$ cat config.mk
export PLATFORM = sky130hd
export DESIGN_NAME = i2c_reg_sequencer
export DESIGN_NICKNAME = d
export VERILOG_FILES = /design/src/rtl/i2c_reg_sequencer.sv
export SDC_FILE = /design/constraint.sdc
export NUM_CORES = 1
export LEC_CHECK = 0
export CAP_MARGIN = 10
export CORE_MARGIN = 2
export CORE_UTILIZATION = 49
export DETAILED_ROUTE_END_ITERATION = 12
export HOLD_SLACK_MARGIN = 0.06
export PLACE_DENSITY = 0.8
export SLEW_MARGIN = 25
export SYNTH_ARGS = -nofsm -noshare
export SYNTH_HDL_FRONTEND = slang
export SYNTH_SLANG_ARGS = --single-unit
$ cat constraint.sdc
create_clock -name clk -period 2.3 [get_ports clk]
set_input_delay 0.69 -clock clk [delete_from_list [all_inputs] [get_ports clk]]
set_output_delay 0.69 -clock clk [all_outputs]
set_load 0.01 [all_outputs]
$ cat src/rtl/i2c_reg_sequencer.sv
// Register read/write sequencer that drives a byte-level I2C controller; optional controller
// stall timeout is compiled in with `define I2C_SEQ_TIMEOUT_EN (otherwise waits are unbounded).
module i2c_reg_sequencer #(
  parameter logic [1:0]  CLK_DVSR       = 2'b00,
  parameter int unsigned TIMEOUT_CYCLES = 200000
) (
  input  logic       clk,
  input  logic       rst,
  input  logic       start,
  input  logic       rw,
  input  logic [6:0] dev_addr,
  input  logic [7:0] reg_addr,
  input  logic [7:0] wdata,
  output logic       busy,
  output logic       done,
  output logic [7:0] rdata,
  output logic       nack_err,
  output logic       timeout_err,
  output logic       i2c_wr,
  output logic [2:0] i2c_cmd,
  output logic [7:0] i2c_din,
  output logic [1:0] i2c_clk_dvsr,
  input  logic       i2c_rdy,
  input  logic       i2c_ack,
  input  logic [7:0] i2c_dout
);

  localparam logic [2:0] CMD_STOP    = 3'b001;
  localparam logic [2:0] CMD_READ    = 3'b010;
  localparam logic [2:0] CMD_WRITE   = 3'b011;
  localparam logic [2:0] CMD_RESTART = 3'b100;
  localparam logic [2:0] CMD_START   = 3'b101;

  typedef enum logic [2:0] {
    S_IDLE, S_ISSUE, S_WAIT_LO, S_WAIT_HI, S_CHECK, S_FINISH
  } state_t;

  state_t     r_state;
  logic [2:0] r_step;
  logic       r_rw;
  logic [6:0] r_dev;
  logic [7:0] r_reg;
  logic [7:0] r_wdata;
  logic       r_busy;
  logic       r_done;
  logic       r_nack;
  logic       r_wr;
  logic [2:0] r_cmd;
  logic [7:0] r_din;
  logic [7:0] r_rdata;

  logic [10:0] w_next;
  logic [2:0]  w_stop_step;
  logic        w_tmo;

  // Command/data for a given step; any step past the last data phase is STOP.
  function automatic logic [10:0] f_cmd(input logic [2:0] step, input logic rd,
                                        input logic [6:0] dev, input logic [7:0] ra,
                                        input logic [7:0] wd);
    logic [10:0] v;
    v = {CMD_STOP, 8'h00};
    case (step)
      3'd0:    v = {CMD_START, 8'h00};
      3'd1:    v = {CMD_WRITE, dev, 1'b0};
      3'd2:    v = {CMD_WRITE, ra};
      3'd3:    v = rd ? {CMD_RESTART, 8'h00} : {CMD_WRITE, wd};
      3'd4:    if (rd) v = {CMD_WRITE, dev, 1'b1};
      3'd5:    if (rd) v = {CMD_READ, 8'hFF};
      default: ;
    endcase
    return v;
  endfunction

  assign w_next      = f_cmd(r_step + 3'd1, r_rw, r_dev, r_reg, r_wdata);
  assign w_stop_step = r_rw ? 3'd6 : 3'd4;

`ifdef I2C_SEQ_TIMEOUT_EN
  localparam int unsigned TMO_W = $clog2(TIMEOUT_CYCLES + 1);

  logic [TMO_W-1:0] r_tmo_cnt;
  logic             r_tmo;
  logic             w_in_wait;
  logic             w_prog;

  assign w_in_wait = (r_state == S_ISSUE) || (r_state == S_WAIT_LO) || (r_state == S_WAIT_HI);
  assign w_prog    = ((r_state == S_ISSUE)   &&  i2c_rdy) ||
                     ((r_state == S_WAIT_LO) && !i2c_rdy) ||
                     ((r_state == S_WAIT_HI) &&  i2c_rdy);
  // Count of cycles already spent in the current wait state; zero on entry.
  assign w_tmo = w_in_wait && !w_prog && (r_tmo_cnt == TMO_W'(TIMEOUT_CYCLES - 1));

  always_ff @(posedge clk or posedge rst) begin
    if (rst) begin
      r_tmo_cnt <= '0;
    end else if (w_in_wait && !w_prog && !w_tmo) begin
      r_tmo_cnt <= r_tmo_cnt + TMO_W'(1);
    end else begin
      r_tmo_cnt <= '0;
    end
  end

  assign timeout_err = r_tmo;
`else
  logic w_unused_tmo_cfg;
  assign w_unused_tmo_cfg = (TIMEOUT_CYCLES != 0);
  assign w_tmo            = 1'b0;
  assign timeout_err      = 1'b0;
`endif

  always_ff @(posedge clk or posedge rst) begin
    if (rst) begin
      r_state <= S_IDLE;
      r_step  <= 3'd0;
      r_rw    <= 1'b0;
      r_dev   <= 7'd0;
      r_reg   <= 8'd0;
      r_wdata <= 8'd0;
      r_busy  <= 1'b0;
      r_done  <= 1'b0;
      r_nack  <= 1'b0;
      r_wr    <= 1'b0;
      r_cmd   <= 3'd0;
      r_din   <= 8'd0;
      r_rdata <= 8'd0;
`ifdef I2C_SEQ_TIMEOUT_EN
      r_tmo   <= 1'b0;
`endif
    end else begin
      r_done <= 1'b0;
      r_wr   <= 1'b0;
      if (w_tmo) begin
        // Stalled controller: abandon without STOP.
        r_state <= S_FINISH;
        r_done  <= 1'b1;
        r_busy  <= 1'b0;
`ifdef I2C_SEQ_TIMEOUT_EN
        r_tmo   <= 1'b1;
`endif
      end else begin
        case (r_state)
          S_IDLE: begin
            if (start) begin
              r_rw             <= rw;
              r_dev            <= dev_addr;
              r_reg            <= reg_addr;
              r_wdata          <= wdata;
              r_busy           <= 1'b1;
              r_nack           <= 1'b0;
`ifdef I2C_SEQ_TIMEOUT_EN
              r_tmo            <= 1'b0;
`endif
              r_step           <= 3'd0;
              {r_cmd, r_din}   <= {CMD_START, 8'h00};
              r_state          <= S_ISSUE;
            end
          end
          S_ISSUE: begin
            if (i2c_rdy) begin
              r_wr    <= 1'b1;
              r_state <= S_WAIT_LO;
            end
          end
          S_WAIT_LO: if (!i2c_rdy) r_state <= S_WAIT_HI;
          S_WAIT_HI: if (i2c_rdy)  r_state <= S_CHECK;
          S_CHECK: begin
            if (r_cmd == CMD_STOP) begin
              r_state <= S_FINISH;
              r_done  <= 1'b1;
              r_busy  <= 1'b0;
            end else if ((r_cmd == CMD_WRITE) && i2c_ack) begin
              r_nack         <= 1'b1;
              r_step         <= w_stop_step;
              {r_cmd, r_din} <= {CMD_STOP, 8'h00};
              r_state        <= S_ISSUE;
            end else begin
              if (r_cmd == CMD_READ) r_rdata <= i2c_dout;
              r_step         <= r_step + 3'd1;
              {r_cmd, r_din} <= w_next;
              r_state        <= S_ISSUE;
            end
          end
          S_FINISH: r_state <= S_IDLE;
          default:  r_state <= S_IDLE;
        endcase
      end
    end
  end

  assign busy         = r_busy;
  assign done         = r_done;
  assign rdata        = r_rdata;
  assign nack_err     = r_nack;
  assign i2c_wr       = r_wr;
  assign i2c_cmd      = r_cmd;
  assign i2c_din      = r_din;
  assign i2c_clk_dvsr = CLK_DVSR;

endmodule

# After elaboration in Yosys (flattened, before gate mapping)
# Index checks and enable logic that the tools add are counted.
# op_classes
add_sub_neg	1
eq_ne	19
n_mux	34
bitwise	2
n_reduce_logical	10
# ops
operator	n
$pmux 11 s6	1
$mux 3	11
$mux 8	3
$mux 10	2
$eq 3x2->1 const B	6
$pmux 8 s2	1
$pmux 3 s5	1
$ne 2x2->1 const B	7
$pmux 3 s2	2
$reduce_and 4->1	3
$mux 11	1
$eq 3x1->1 const B	3
$eq 3x3->1 const B	3
$mux 1	9
$logic_not 3->1	2
$reduce_and 3->1	2
$pmux 1 s2	2
$add 3x1->3 const B	1
$mux 2	1
$not 1->1	2
$reduce_and 2->1	1
$reduce_bool 2->1	1
$logic_and 1x1->1	1
# totals
regBits	53
input_bits	37
out_inout_bits	26
word_cells	79

# Depth between registers and ports, before layout
# Gate-level depths: netlist of run 1.
# depth
word_depth	6
mapped_depth	7
mapped_depth_nobuf	6

# Worst setup path before layout of run 1
# OpenSTA, ideal clock, no wires.
# synth_path
path_kind	reg2reg
start	reg r_step[0]
end	reg r_din[1], in the netlist i2c_din[1]
setup_time_ns	0.131
arrival_time_ns	1.604
t_required_ns	2.169
setup_slack_ns	0.565
stages_incl_launch_ff	6
n_path_buf	0
synth_period_minus_slack_ns	1.735
path_cell_list	dfrtp_1 ha_1 xnor2_1 nor3_2 a2111oi_0 o21ai_1
# synth_via
elab_chain_len	6
elab_cells_between_ends	11
cone_classes	1 x add/sub; 5 x eq/ne; 4 x mux; 1 x reduce/logical
# synth_rtl
element	line_no	text
start, declared	39	logic [2:0] r_step;
start signal, assigned	172	r_step <= w_stop_step;
start signal, assigned	177	r_step <= r_step + 3'd1;
$add 3x1->3 (*)	74	assign w_next = f_cmd(r_step + 3'd1, r_rw, r_dev, r_reg, r_wdata);
$eq 3x3->1 (tied with other cells)	62	case (step)
$pmux 11 s6 (*)	62	
$mux 8 (*)	170	end else if ((r_cmd == CMD_WRITE) && i2c_ack) begin
$mux 8 (*)	166	if (r_cmd == CMD_STOP) begin
$pmux 8 s2 (*)	140	case (r_state)
end signal, assigned	153	{r_cmd, r_din} <= {CMD_START, 8'h00};
end signal, assigned	173	{r_cmd, r_din} <= {CMD_STOP, 8'h00};
end signal, assigned	178	{r_cmd, r_din} <= w_next;
end, declared	49	logic [7:0] r_din;
# Mark *: on every way between the ends. The rest lies on a longest branch, timed or not. The select of a mux whose other input is x is not followed.
# A chain may end at the register's enable or synchronous reset.

# Worst setup path after layout of run 1
# layout_path
start	reg r_cmd[1], in the netlist i2c_cmd[1]
end	out i2c_cmd[1]
# layout_lines
element	line_no	text
start, declared	48	logic [2:0] r_cmd;
start signal, assigned	153	
start signal, assigned	173	
start signal, assigned	178	
end, declared	20	output logic [2:0] i2c_cmd,
# No word-level cell between the ends.

==> metrics.md, run 1 <==
| Metric | Value |
|---|---|
| Outcome | `finished, final reports clean` |
| Post-DR vias/cell | `5.32` |
| Comb power frac | `0.326` |
| Final Cell Area | `3260 um^2` |
| CTS buffer count | `5` |
| WP buf/inv | `1` |
| Post-route DRC | `0` |
| YS warnings | `0` |
| Total clock sinks | `53` |
| Final Critical Period | `2.02 ns` |
| Crit path arrival time | `approximately 1.3 ns` |
| Root Driver | `clkbuf_8` |
| Bufs on Longest Clock Path | `2` |
| IO Pins | `63` |
| Clock power frac | `0.210` |
| RSZ-0062 raised after global routing | `no` |
| Worst Setup Path Type | `reg2out` |
| Max Fclk | `496 MHz` |
| P_leak | `1.41 nW` |
| Main synth FF type | `dfrtp_1` |
| FF-to-FF Start | `r_step[0]$_DFFE_PP0P_` |
| Sequential power share | `0.464` |
| Die width | `74.8 um` |
| Register area share after synthesis | `0.540` |
| Number of synthesized register bits | `53` |
| Reg2reg path depth | `5` |
| Synth top area cells | `dfrtp_1 (54%), mux2_2 (11%), nand2_1 (3.4%)` |
| Clk pin slew, worst setup/hold paths | `~0.09 ns` |
| TritonCTS clock tree | `built` |
| Cell Chain, Critical Path | `clkdlybuf4s50_1` |
| Initial Util | `0.513` |
| Final hold vios | `0` |
| IO buf count | `around 60` |
| Sw frac | `0.314` |
| Setup Fix Bufs, Post-CTS | `0` |
| Global Route Usage Sum | `0.204` |
| Placed Instance Area | `3140 um^2` |
| Setup TNS | `0 ns` |
| Final wirelength | `5110 um` |
| Antenna violations before repair | `0` |
| Final ANT Viol Nets | `0` |
| Die Y | `74.8 um` |
| Row count | `25` |
| Slowest CP cell | `clkdlybuf4s50_1` |
| Final slew viol count | `0` |
| Wire length per cell | `14.5 um` |
| Reg-to-Reg End | `i2c_din[6]$_DFFE_PP0P_` |
| Fill cell total of the finished layout | `383` |
| First-pass iteration count of the detailed router | `4` |
| Core Footprint | `4790 um^2` |
| Max-cap violations | `0` |
| Crit path max-delay family | `buffers and inverters` |
| Vias in the first global route | `1795` |
| Async SR Flop Fraction | `1.00` |
| Via count | `approximately 1900` |
| Post-synth EDFFs | `0` |
| Multi-input logic area | `998 um^2` |
| Setup Viol. Count Final | `0` |
| R2R Setup Slk | `0.30 ns` |
| Pwr dens | `918 nW/um^2` |
| H-tree levels | `2` |
| Hold crit path type | `reg2reg` |
| Worst path max stage delay | `approximately 0.57 ns` |
| Netlist Area Pre-Place | `about 2500 um^2` |
| First-pass GRT wire length | `8520 um` |
| Largest net degree at the start of global routing | `54` |
| Syn_area_per_cell | `11.2 um^2` |
| CP endpoint | `i2c_cmd[1]` |
| DP HPWL | `3710 um` |
| Distinct cells, synth | `47` |
| CP Data Required Time | `1.61 ns` |
| Synth area leader | `dfrtp_1` |
| Worst rel slew slack | `0.607` |
| Worst-skew pair later-pin latency | `between 0.3 and 0.4 ns` |
| Period Utilization, post-route | `0.877` |
| Register area | `approximately 1300 um^2` |
| P_sw | `~940 uW` |
| Antenna cells | `0` |
| Die Area | `5600 um^2` |
| Critical Path Start Type | `register` |
| Critical Path Sink Type | `output port` |
| Worst-Margin Slew | `0.581 ns` |
| Syn Inst Count | `220` |
| NumNets Final | `326` |
| Setup crit start | `i2c_cmd[1]$_DFFE_PP0P_` |
| DR iter-0 viols | `58` |
| Total grt overflow | `0` |
| Top cell type's share of synthesized area | `0.540` |
| Placer Congestion | `0.831` |
| Area grow syn2layout | `32.6%` |
| Critical Path Fanout Max | `6` |
| Internal | `2.05 mW` |
| Clock skew | `~0.0051 ns` |
| Worst VDD drop | `between 500 and 600 uV` |
| Layout cells sized above 1 | `0.165` |
| Post-CTS Resized | `0` |
| Cell depth of the worst setup path | `1` |
| Hold Buf Count CTS | `0` |
power by group through the flow:
stage	clock (mW)	combinational, mW	sequential [mW]
after floorplan	0	0.683	1.36
after global placement	0	0.946	1.39
after detailed placement	0	0.981	1.41
after CTS	0.639	0.986	1.39
after global routing	0.674	1.08	1.43
final	0.629	0.973	1.39
through the flow:
step	setup slack, ns	utilization	hold slack, ns	std cells	power (mW)
finish	0.283	0.680	0.494	352	2.99
CTS	0.273	0.680	0.504	352	3.01
global placement	0.112	0.657	0.471	344	2.34
global route	0.0804	0.680	0.534	352	3.18
detailed placement	0.0839	0.657	0.483	344	2.39
floorplan	0.324	-	0.472	222	2.05
cells by family after synthesis:
| family | count (synthesis) | share of synthesized area |
|---|---|---|
| xor+xnor | 3 | 0.0138 |
| fa+ha+maj | 5 | 0.0255 |
| other cells | 1 | 0.00153 |
| simple gates | 60 | 0.128 |
| buf+inv | 28 | 0.0565 |
| compound gates | 45 | 0.120 |
| mux | 25 | 0.114 |
| flops | 53 | 0.540 |
worst min-delay path, cell delays in order, from the launching register on:
cell and delay [ns]:
dfrtp_1 0.35, nand2_1 0.05, o21ai_1 0.06
layer usage:
metal	global-route usage	up-vias	wire length, um
met5	0	-	0
li1	-	899	-
met4	0.0635	0	68
met3	0.0509	7	308
met1	0.267	897	2260
met2	0.339	71	2470
worst min-delay path by stage:
stage / from / to / slack [ns] / depth (start not counted)
6_report: i2c_din[7]$_DFFE_PP0P_ / i2c_din[7]$_DFFE_PP0P_ / 0.49 / 2
5_1_grt: r_reg[0]$_DFFE_PP0P_ / r_reg[0]$_DFFE_PP0P_ / 0.53 / 1
4_1_cts: i2c_din[7]$_DFFE_PP0P_ / i2c_din[7]$_DFFE_PP0P_ / 0.50 / 2
3_5_place_dp: i2c_din[7]$_DFFE_PP0P_ / i2c_din[7]$_DFFE_PP0P_ / 0.48 / 2
3_3_place_gp: i2c_din[7]$_DFFE_PP0P_ / i2c_din[7]$_DFFE_PP0P_ / 0.47 / 2
2_1_floorplan: r_reg[7]$_DFFE_PP0P_ / r_reg[7]$_DFFE_PP0P_ / 0.47 / 1
cells in the mapped netlist, types with 2 or more instances:
master	count
a2111oi_0	7
a21oi_1	4
and3_1	7
buf_2	5
buf_4	3
dfrtp_1	53
ha_1	5
inv_1	16
mux2_2	24
nand2_1	22
nor2_1	8
nor3_1	8
nor3_2	2
o21ai_0	11
o21ai_1	8
o22ai_1	4
or3_1	3
cell type report:
class,instances,area share
flip-flops and latches,53,0.407
clock inverters,2,0.0119
multi-input cells,141,0.307
well taps,67,0.0257
repair buffers,67,0.208
clock buffers,6,0.0223
inverters,16,0.0184
cell usage in the layout, fill, tap and decap left out, types with 2 or more instances in the layout:
cell type	Yosys	layout
ha_1	5	5
and3_1	7	7
a2111oi_0	7	7
inv_1	16	15
nand2_1	22	22
nor2_1	8	8
dfrtp_1	53	53
o21ai_1	8	8
mux2_2	24	24
nor3_2	2	2
o21ai_0	11	11
buf_4	3	6
a21oi_1	4	4
buf_12	0	2
conb_1	1	3
clkbuf_8	0	5
or3_1	3	3
clkdlybuf4s50_1	0	59
o22ai_1	4	4
nor3_1	8	8
No activity file was read; power rests on OpenSTA's default activity.
==> run 2, diff against run 1 <==
==> constraint.sdc (replaced) <==
create_clock -name clk -period 2.1 [get_ports clk]
set_input_delay 0.63 -clock clk [delete_from_list [all_inputs] [get_ports clk]]
set_output_delay 0.63 -clock clk [all_outputs]
set_load 0.01 [all_outputs]
==> run 2 against run 1 <==
  * Combinational power grew 14%
  * Critical path depth grew 5
  * Critical endpoint is now i2c_din[1]$_DFFE_PP0P_
  * Sequential power grew 9%
  * Highest routed layer unchanged
  * Largest cell class unchanged
  * Non-clock buffer count grew 5
==> metrics.md, run 2 (synthesized netlist as in run 1, its figures left out) <==
| Metric | Value |
|---|---|
| Setup Fix Bufs, Post-CTS | `0 (unchanged)` |
| WHS Endpoint | `i2c_din[7]$_DFFE_PP0P_ (unchanged)` |
| Global Route Usage Sum | `0.199 (was 0.204)` |
| Total power | `3.19 mW (was 2.99 mW)` |
| Critical Path Fanout Max | `5 (was 6)` |
| TritonCTS clock tree | `built (unchanged)` |
| Fill cell total of the finished layout | `410 (was 383)` |
| Setup Viol. Count Final | `0 (unchanged)` |
| Worst path max stage delay | `0.44 ns (was 0.57 ns)` |
| Max-cap violations | `0 (unchanged)` |
| Clock skew | `0.00561 ns (was 0.00506 ns)` |
| Final slew viol count | `0 (unchanged)` |
| Post-DR vias/cell | `5.33 (was 5.32)` |
| Hold Path Depth | `2 (unchanged)` |
| Final Critical Period | `2.00 ns` |
| DP HPWL | `3850 um (was 3710 um)` |
| Outcome | `finished, final reports clean (unchanged)` |
| Period Utilization, post-route | `0.951` |
| Worst Setup Path Type | `reg2reg (was reg2out)` |
| Layout cells sized above 1 | `0.183 (was 0.165)` |
| Bufs on Longest Clock Path | `2 (unchanged)` |
| Row count | `25 (unchanged)` |
| Cell Chain, Critical Path | `ha_1, xnor2_1, buf_4, and3_2, a2111oi_0, o21ai_1 (was clkdlybuf4s50_1)` |
| Slowest CP cell | `a2111oi_0 (was clkdlybuf4s50_1)` |
| Final wirelength | `5140 um (was 5110 um)` |
| Final worst setup slack | `0.102 ns (was 0.283 ns)` |
| Worst VDD drop | `548 uV (was 517 uV)` |
| Die width | `74.8 um (unchanged)` |
| Setup Slack @ Placement | `0.0232 ns (was 0.0839 ns)` |
| Core Footprint | `4790 um^2 (unchanged)` |
| Setup TNS | `0 ns (unchanged)` |
| H-tree levels | `2 (unchanged)` |
| Post-route DRC | `0 (unchanged)` |
| First-pass GRT wire length | `8540 um (was 8520 um)` |
| CTS buffer count | `5 (unchanged)` |
| Hold crit path type | `reg2reg (unchanged)` |
| Critical Path Sink Type | `register (was output port)` |
| Reg-to-Reg End | `i2c_din[1]$_DFFE_PP0P_ (was i2c_din[6]$_DFFE_PP0P_)` |
| Die Area | `5600 um^2 (unchanged)` |
| Die Y | `74.8 um (unchanged)` |
| DR iter-0 viols | `79 (was 58)` |
| RSZ-0062 raised after global routing | `no (unchanged)` |
| IO buf count | `59 (unchanged)` |
| Antenna cells | `0 (unchanged)` |
| Via count | `1904 (was 1874)` |
| Critical Path Start Type | `register (unchanged)` |
| Wire length per cell | `14.4 um (was 14.5 um)` |
| Final ANT Viol Nets | `0 (unchanged)` |
| Largest net degree at the start of global routing | `39 (was 54)` |
| Placer Congestion | `0.860 (was 0.831)` |
| Area grow syn2layout | `33.2% (was 32.6%)` |
| Worst-Margin Slew | `0.625 ns (was 0.581 ns)` |
| Hold_sp | `i2c_din[7]$_DFFE_PP0P_ (unchanged)` |
| IO Pins | `63 (unchanged)` |
| NumNets Final | `331 (was 326)` |
| Most frequent cells in the layout | `clkdlybuf4s50_1 (59), dfrtp_1 (53), mux2_2 (24), nand2_1 (22), inv_1 (15) (unchanged)` |
| Hold Buf Count CTS | `0 (unchanged)` |
| Total grt overflow | `0 (unchanged)` |
| FF-to-FF Start | `r_step[0]$_DFFE_PP0P_ (unchanged)` |
| Max Fclk | `501 MHz` |
| Root Driver | `clkbuf_8 (unchanged)` |
| Most common cell after layout, fill and taps aside | `clkdlybuf4s50_1 (unchanged)` |
| Total clock sinks | `53 (unchanged)` |
| Post-CTS Resized | `0 (unchanged)` |
| Reg2reg path depth | `6 (was 5)` |
| CP Data Required Time | `2.29 ns (was 1.61 ns)` |
| Clk pin slew, worst setup/hold paths | `0.09 ns (about the same)` |
| Initial Util | `0.513 (unchanged)` |
| R2R Setup Slk | `0.10 ns (was 0.30 ns)` |
| First-pass iteration count of the detailed router | `4 (unchanged)` |
| Final hold vios | `0 (unchanged)` |
| Crit path arrival time | `2.18 ns (was 1.33 ns)` |
| Antenna violations before repair | `0 (unchanged)` |
| Worst rel slew slack | `0.578 (was 0.607)` |
| Vias in the first global route | `1828 (was 1795)` |
| Worst-skew pair later-pin latency | `0.30 ns (was 0.31 ns)` |
| P_leak | `1.42 nW (was 1.41 nW)` |
| Pwr dens | `975 nW/um^2 (was 918 nW/um^2)` |
==> run 2: how the worst max path moves through the flow <==
stage	slack (ns)	cells after the start	end	startpoint
finish	0.10	6	i2c_din[1]$_DFFE_PP0P_	r_step[0]$_DFFE_PP0P_
global placement	0.05	6	i2c_din[5]$_DFFE_PP0P_	start
CTS	0.08	5	i2c_din[6]$_DFFE_PP0P_	r_step[1]$_DFFE_PP0P_
floorplan	0.18	1	busy$_DFFE_PP0P_	rst
detailed placement	0.02	6	i2c_din[6]$_DFFE_PP0P_	start
global route	0.004	6	i2c_din[1]$_DFFE_PP0P_	r_step[0]$_DFFE_PP0P_
==> run 2: layer usage <==
layer	track usage	share of wire	up-vias
met5	0	0	-
met4	0.0536	0.014	0
met3	0.0428	0.057	8
met2	0.328	0.48	67
met1	0.269	0.45	920
li1	-	-	909
==> run 2: critical path, delay by kind of cell, from the launching register on <==
kind,cells,cell delay [ns]
AO/OA/AOI/OAI,2,0.54
XOR/XNOR,1,0.23
adder cells (fa/ha/maj),1,0.30
buffers and inverters,1,0.19
flip-flops,1,0.43
AND/OR/NAND/NOR,1,0.19
==> run 2: per-stage QoR <==
| step | hold WS, ns | area [um^2] | util | std cells |
|---|---|---|---|---|
| after floorplan | 0.472 | 2460 | - | 222 |
| after global placement | 0.472 | 3180 | 0.665 | 349 |
| after detailed placement | 0.485 | 3180 | 0.665 | 349 |
| after CTS | 0.507 | 3270 | 0.683 | 357 |
| after global routing | 0.523 | 3270 | 0.684 | 357 |
| final | 0.500 | 3270 | 0.684 | 357 |
==> run 2: area by class of cell <==
cell class	count	area, um^2	area share
clock buffer	6	72.6	0.0222
tap	67	83.8	0.0256
sequential	53	1330	0.405
timing repair buffer	72	713	0.218
multi-input combinational	141	1000	0.306
clock inverter	2	13.8	0.00421
inverter	16	60.1	0.0184
==> run 2: where the power goes <==
group / switching, mW / internal (mW) / leakage [nW]
Clock: 0.327 / 0.238 / 0.0456
Sequential: 0.186 / 1.33 / 0.653
Combinational: 0.522 / 0.584 / 0.725
